## config.mk

```make
export PLATFORM = sky130hd
export DESIGN_NAME = btn_event_ctrl
export DESIGN_NICKNAME = d
export VERILOG_FILES = /design/src/rtl/btn_event_ctrl.sv
export SDC_FILE = /design/constraint.sdc
export NUM_CORES = 1
export LEC_CHECK = 0
export CAP_MARGIN = 0
export CORE_MARGIN = 5
export CORE_UTILIZATION = 60
export DETAILED_ROUTE_END_ITERATION = 16
export PLACE_DENSITY = 0.77
export SLEW_MARGIN = 15
export SYNTH_ARGS = -nofsm -noshare
export SYNTH_HDL_FRONTEND = slang
export SYNTH_SLANG_ARGS = --single-unit
```

## constraint.sdc

```tcl
create_clock -name clk -period 6 [get_ports clk]
set_input_delay 1.2 -clock clk [delete_from_list [all_inputs] [get_ports clk]]
set_output_delay 1.2 -clock clk [all_outputs]
set_load 0.1 [all_outputs]
```

## src/rtl/btn_event_ctrl.sv

```systemverilog
// Turns N debounced active-low button levels into one stream of key events:
// press, release, long-press and auto-repeat, sharing one valid/ready output channel.
module btn_event_ctrl #(
  parameter int                N_BTN         = 4,
  parameter int                ID_W          = 2,
  parameter int                CNT_W         = 24,
  parameter logic [CNT_W-1:0]  LONG_CYCLES   = 24'd5000000,
  parameter logic [CNT_W-1:0]  REPEAT_CYCLES = 24'd1000000
) (
  input  logic             clk,
  input  logic             rst_n,
  input  logic [N_BTN-1:0] btn_n,
  output logic             evt_valid,
  input  logic             evt_ready,
  output logic [ID_W-1:0]  evt_id,
  output logic [1:0]       evt_type,
  output logic [N_BTN-1:0] btn_held,
  output logic             evt_drop
);

  typedef enum logic [1:0] {S_IDLE, S_PRESSED, S_HELD} state_t;

  localparam logic [1:0] EV_PRESS   = 2'b00;
  localparam logic [1:0] EV_RELEASE = 2'b01;
  localparam logic [1:0] EV_LONG    = 2'b10;
  localparam logic [1:0] EV_REPEAT  = 2'b11;

  localparam logic [CNT_W-1:0] LONG_LAST = LONG_CYCLES - 1'b1;
  localparam logic [CNT_W-1:0] REP_LAST  = REPEAT_CYCLES - 1'b1;

  logic [N_BTN-1:0] btn_prev, fall, rise, emit, pend, grant;
  logic [1:0]       emit_type [N_BTN];
  logic [1:0]       pend_type [N_BTN];
  state_t           state     [N_BTN];
  state_t           nxt_state [N_BTN];
  logic [CNT_W-1:0] timer     [N_BTN];
  logic [CNT_W-1:0] nxt_timer [N_BTN];
  logic             load, sel_found;
  logic [ID_W-1:0]  sel_idx, rr_ptr, cand;

  assign fall = btn_prev & ~btn_n;
  assign rise = ~btn_prev & btn_n;

  // Per-button press FSM; a release wins over a timer expiry on the same edge.
  always_comb begin
    for (int i = 0; i < N_BTN; i++) begin
      nxt_state[i] = state[i];
      nxt_timer[i] = timer[i];
      emit[i]      = 1'b0;
      emit_type[i] = EV_PRESS;
      case (state[i])
        S_IDLE: begin
          if (fall[i]) begin
            nxt_state[i] = S_PRESSED;
            nxt_timer[i] = '0;
            emit[i]      = 1'b1;
            emit_type[i] = EV_PRESS;
          end
        end
        S_PRESSED: begin
          if (rise[i]) begin
            nxt_state[i] = S_IDLE;
            nxt_timer[i] = '0;
            emit[i]      = 1'b1;
            emit_type[i] = EV_RELEASE;
          end else if (timer[i] == LONG_LAST) begin
            nxt_state[i] = S_HELD;
            nxt_timer[i] = '0;
            emit[i]      = 1'b1;
            emit_type[i] = EV_LONG;
          end else begin
            nxt_timer[i] = timer[i] + 1'b1;
          end
        end
        S_HELD: begin
          if (rise[i]) begin
            nxt_state[i] = S_IDLE;
            nxt_timer[i] = '0;
            emit[i]      = 1'b1;
            emit_type[i] = EV_RELEASE;
          end else if (timer[i] == REP_LAST) begin
            nxt_timer[i] = '0;
            emit[i]      = 1'b1;
            emit_type[i] = EV_REPEAT;
          end else begin
            nxt_timer[i] = timer[i] + 1'b1;
          end
        end
        default: nxt_state[i] = S_IDLE;
      endcase
    end
  end

  always_ff @(posedge clk or negedge rst_n) begin
    if (!rst_n) begin
      btn_prev <= '1;
      btn_held <= '0;
      for (int i = 0; i < N_BTN; i++) begin
        state[i] <= S_IDLE;
        timer[i] <= '0;
      end
    end else begin
      btn_prev <= btn_n;
      for (int i = 0; i < N_BTN; i++) begin
        state[i]    <= nxt_state[i];
        timer[i]    <= nxt_timer[i];
        btn_held[i] <= (nxt_state[i] != S_IDLE);
      end
    end
  end

  // Round-robin search starts one past the last granted button.
  always_comb begin
    load      = !evt_valid || evt_ready;
    sel_found = 1'b0;
    sel_idx   = '0;
    cand      = '0;
    for (int k = 1; k <= N_BTN; k++) begin
      cand = ID_W'((int'(rr_ptr) + k) % N_BTN);
      if (!sel_found && pend[cand]) begin
        sel_found = 1'b1;
        sel_idx   = cand;
      end
    end
    for (int i = 0; i < N_BTN; i++) begin
      grant[i] = load && sel_found && (sel_idx == ID_W'(i));
    end
  end

  always_ff @(posedge clk or negedge rst_n) begin
    if (!rst_n) begin
      pend      <= '0;
      evt_valid <= 1'b0;
      evt_id    <= '0;
      evt_type  <= '0;
      evt_drop  <= 1'b0;
      rr_ptr    <= ID_W'(N_BTN - 1);
      for (int i = 0; i < N_BTN; i++) pend_type[i] <= '0;
    end else begin
      evt_drop <= |(emit & pend & ~grant);
      for (int i = 0; i < N_BTN; i++) begin
        if (emit[i]) begin
          pend[i]      <= 1'b1;
          pend_type[i] <= emit_type[i];
        end else if (grant[i]) begin
          pend[i] <= 1'b0;
        end
      end
      if (load) begin
        if (sel_found) begin
          evt_valid <= 1'b1;
          evt_id    <= sel_idx;
          evt_type  <= pend_type[sel_idx];
          rr_ptr    <= sel_idx;
        end else begin
          evt_valid <= 1'b0;
        end
      end
    end
  end

endmodule

```

; After elaboration in Yosys (flattened, before gate mapping)
; Cells that the tools add are included.
[totals]
register_bits = 132
inputBits = 7
elab_cells = 219
out_inout_bits = 10
[classes]
n_eq_ne = 23
reduce_logical = 36
addsub = 8
magnitude_cmp = 5
muxes = 116
bitwise_logic = 8
[op_table]
columns = operator, n
row1 = 2-to-1 mux 24 bit, 20
row2 = case mux 24 bit (3 select lines), 4
row3 = adder 24 x 1 -> 24 bit (second input constant), 4
row4 = == test 24 x 20 -> 1 bit (second input constant), 4
row5 = == test 24 x 23 -> 1 bit (second input constant), 4
row6 = 2-to-1 mux 2 bit, 38
row7 = 2-to-1 mux 1 bit, 37
row8 = case mux 2 bit (3 select lines), 4
row9 = AND 4 bit, 4
row10 = case mux 2 bit (2 select lines), 4
row11 = nonzero test 2 bit, 8
row12 = == test 2 bit (second input constant), 6
row13 = less-than comparator 2 x 3 -> 1 bit (second input constant), 4
row14 = inverter 4 bit, 3
row15 = case mux 1 bit (3 select lines), 4
row16 = nonzero test 3 bit, 4
row17 = == test 2 x 1 -> 1 bit (second input constant), 5
row18 = zero test 2 bit, 5
row19 = AND reduction 2 bit, 5
row20 = binary-select mux 1 bit (select 2 bit), 4
row21 = logical AND 1 bit, 8
row22 = inequality test 2 bit (second input constant), 4
row23 = adder 2 x 1 -> 2 bit (second input constant), 2
row24 = adder 2 bit (second input constant), 2
row25 = other kinds (6), 9

; Depth between registers and ports, before layout
[logic_depth]
word_depth = 18
ltp_mapped = 10
mapped_depth_nobuf = 8

; Least setup slack after synthesis
; Ideal clock, no wire load.
[synth_path]
kind = input-to-reg
startpoint = in btn_n[2]
endpoint = reg timer[47] in the netlist's numbering
required_ns = 5.875
t_arrival_ns = 2.608
path_buffers = 1
setup_ns = 0.125
path_stages = 7
setup_slack_ns = 3.267
cell_sequence = nand2b_4 > a2111oi_4 > or3b_1 > buf_6 > nor4_4 > xnor2_1 > nor2_2
[synth_between]
elab_chain_cells = 4
word_cells_on_any_way = 8
cone_classes = eq/ne (1) / mux (3) / bitwise (3) / reduce/logical (1)
[synth_rtl]
columns = element, line
row1 = "start, declared", 12  ; input logic [N_BTN-1:0] btn_n,
row2 = inverter 4 bit, 41  ; assign fall = btn_prev & ~btn_n;
row3 = AND 4 bit, 41
row4 = inequality test 2 bit (no source line), --
row5 = AND reduction 2 bit (no source line), --
row6 = "end signal, assigned by index", 106  ; timer[i] <= nxt_timer[i];
row7 = "end, declared", 36  ; logic [CNT_W-1:0] timer [N_BTN];
; Several ways; a longest one is shown, not always the timed one.
; A chain may end at the register's enable or synchronous reset.

; Worst setup path in the final report
[layout_path]
startpoint = in btn_n[3]
endpoint = reg timer[19] in the netlist's numbering
; Same word-level chain as after synthesis.

==> impl_metrics.json <==
{
  "grt_pass1_wl_um": 29090,
  "edff_count_synth": 0,
  "post-route-min-period_ps": 3175,
  "critical_path_required_ps": 6310,
  "minimum_setup_slack_in_the_final_design_ps": 2825,
  "top_usage_layer": "met2",
  "dp.cells": 1004,
  "floorplan.initialDensity_pct": 61.10,
  "core.rowCount": 41,
  "grt_pass1_vias": 6347,
  "area_delta_synth_final_pct": 10.82,
  "worstHoldStart": "pend_type[2]$_DFFE_PN0P_",
  "synthTopCellsByCount": "126 x dfrtp_1, 91 x nand2_1, 88 x nor2_1, 44 x nand3_1, 43 x o21ai_0",
  "grt-ovfl-total": 0,
  "final_core_utilization_pct": 67.72,
  "asyncSetResetFlopFracSynth_pct": 100.0,
  "synth_top_area_share_pct": 40.89,
  "met1_usage_pct": 31.08,
  "number_of_port_buffers": 16,
  "timing.hold.worst_endpoint": "pend_type[2]$_DFFE_PN0P_",
  "final_layout_size_suffix_gt1_share_pct": 7.666,
  "clk_path_buf_depth": 2,
  "irDropWorstVdd_v": 0.0003386,
  "worst_hold_slack_ps": 489.3,
  "detailedRoute.firstPassIterationCount": 7,
  "cap_viol_max_count": 0,
  "ff2ff_setup_slack_ps": 2850,
  "ant_nets": 0,
  "cts_tree": "yes",
  "synth_nets": 870,
  "worstMarginPinSlew_ps": 1032,
  "grt_antenna_before_repair": 0,
  "reg2reg_depth": 7,
  "core_region_area_sq_um": 12620,
  "final.setup.tns_ps": 0,
  "type_of_the_setup_path_with_the_least_slack": "in2reg",
  "gp_routability_congestion": 0.8956,
  "yosys_register_bits": 132,
  "drt_wl_total_um": 16970,
  "start_kind": "input port",
  "grt_setup_unrepaired": "false",
  "reg2reg_to": "timer[20]$_DFFE_PN0P_",
  "routing_usage_on_met2_pct": 38.87,
  "yosys.cell_count.top_type": "dfrtp_1",
  "arrival_ps": 3490,
  "wl_per_cell_um": 16.42,
  "post_cts_resize_count": 0,
  "clk_latency_ps": 420,
  "fin_nets": 880,
  "syn_avg_cell_area_sq_um": 9.169,
  "cts-root-buf": "clkbuf_16",
  "diode_insertion_count_for_antenna_repair": 0,
  "layout.cell_area.non_filler_sq_um": 8546,
  "setup_violations": 0,
  "synth_cells": 841,
  "cts_post_setup_buffers_inserted": 0,
  "dpl-instance-area_sq_um": 7960,
  "synth_area_leader_cell": "dfrtp_1",
  "synth_area_leaders": "dfrtp_1 41%, nand2_1 4.4%, nor2_1 4.3%",
  "max_clock_freq_ghz": 0.3149,
  "die_h_um": 123.4,
  "clock_sinks": 132,
  "route.detailed.drc": 0,
  "power.total_mw": 3.070,
  "die-area_sq_um": 15220,
  "final_worst_path_cycle_share_pct": 52.92,
  "cts_max_level": 4,
  "total_leakage_power_nw": 3.623,
  "num_vias": 6444,
  "synth_sequential_area_ratio_pct": 42.93,
  "timing_hold_violations_final": 0,
  "design.portCount": 17,
  "floorplan.die.width_um": 123.4,
  "synthesis.area_sq_um": 7711,
  "cp_max_fo": 12,
  "yosys_most_used_dff": "dfrtp_1",
  "holdBufCountCts": 0,
  "cts-buffers-inserted": 17,
  "crit-reg2reg-launch": "timer[0]$_DFFE_PN0P_",
  "synth.yosys.warnings": 0,
  "critical_path.endpoint_type": "flip-flop",
  "worst_slew_margin_rel_pct": 29.24,
  "total_routing_usage_gr_pct": 23.70,
  "finClkSkew_ps": 8.762,
  "run_status": "completed",
  "final_cell_count_no_fill": 1033,
  "dpl.hpwl_um": 11380,
  "drt-vias-per-instance": 6.238,
  "drt_first_iter_violations": 656,
  "cts.reportedPaths.clkPinSlew_ps": 50,
  "number_of_unique_standard_cell_types_used_by_synthesis": 81,
  "preCtsSetupSlack_ps": 2453,
  "globalRouteMet3Util_pct": 5.581,
  "powerDensity_nw_per_um2": 359.3,
  "timing_max_transition_violations_final": 0,
  "hold-path-cell-count": 2,
  "grt_start_max_net_pins": 72,
  "hp-class": "reg2reg"
}
[state kept, by name (all words and copies together) (netlist names)]
name and count:
state 8, evt_id 2, timer 96, pend_type 8
evt_type 2, evt_drop 1, pend 4, rr_ptr 2
evt_valid 1, btn_held 4, btn_prev 4
[routing by layer]
layer,vias up,part of all wire (%)
li1,3082,-
met5,-,0
met1,3165,46
met3,27,4.5
met2,170,48
met4,0,1.6
[cell families (layout without fill, tap and decap cells)]
family | count (synthesis) | after routing | synth area share [%]
compound gates | 189 | 189 | 16.78
xor+xnor | 44 | 44 | 4.998
fa+ha+maj | 23 | 23 | 3.699
buf+inv | 50 | 70 | 2.969
flops | 132 | 132 | 42.93
mux | 16 | 16 | 2.142
simple gates | 387 | 387 | 26.48
[cell usage in the layout (no fill, tap or decap), types with 17 or more instances in the layout]
cell type,instances
inv_1,23
nor2_1,88
xor2_1,26
nand2_1,91
clkbuf_16,17
ha_1,22
xnor2_1,18
and3_1,25
a21oi_1,40
dfrtp_1,126
o21ai_0,43
nand4_1,29
nand3_1,44
[power breakdown]
group          switching, mW  internal [mW]
clock                  0.365          0.669
sequential            0.0925          0.981
combinational          0.673          0.289
[cell type report]
type	count	area, sq um
inverters	23	86.33
repair buffers	18	176.4
clock buffers	25	515.5
clock inverters	4	70.07
fillers	1006	4074
multi-input cells	659	4172
flip-flops and latches	132	3311
well taps	172	215.2
[worst max path at each step]
stage / start / slack (ps) / end / cells past startpoint
after detailed placement: btn_n[3] / 2450 / timer[19]$_DFFE_PN0P_ / 6
final: btn_n[3] / 2820 / timer[19]$_DFFE_PN0P_ / 6
after global routing: btn_n[3] / 2600 / timer[19]$_DFFE_PN0P_ / 6
after CTS: evt_type[0]$_DFFE_PN0P_ / 2830 / evt_type[0] / 1
after global placement: btn_n[3] / 2510 / timer[19]$_DFFE_PN0P_ / 6
after floorplan: btn_n[2] / 3270 / timer[47]$_DFFE_PN0P_ / 7
[worst max-delay path, stage by stage]
cell and delay, ps:
clkdlybuf4s50_1 440, nand2b_1 250, o2111ai_1 470, nand2_1 490, nand2_1 250, o41ai_1 380
No activity file was read; power rests on OpenSTA's default activity.
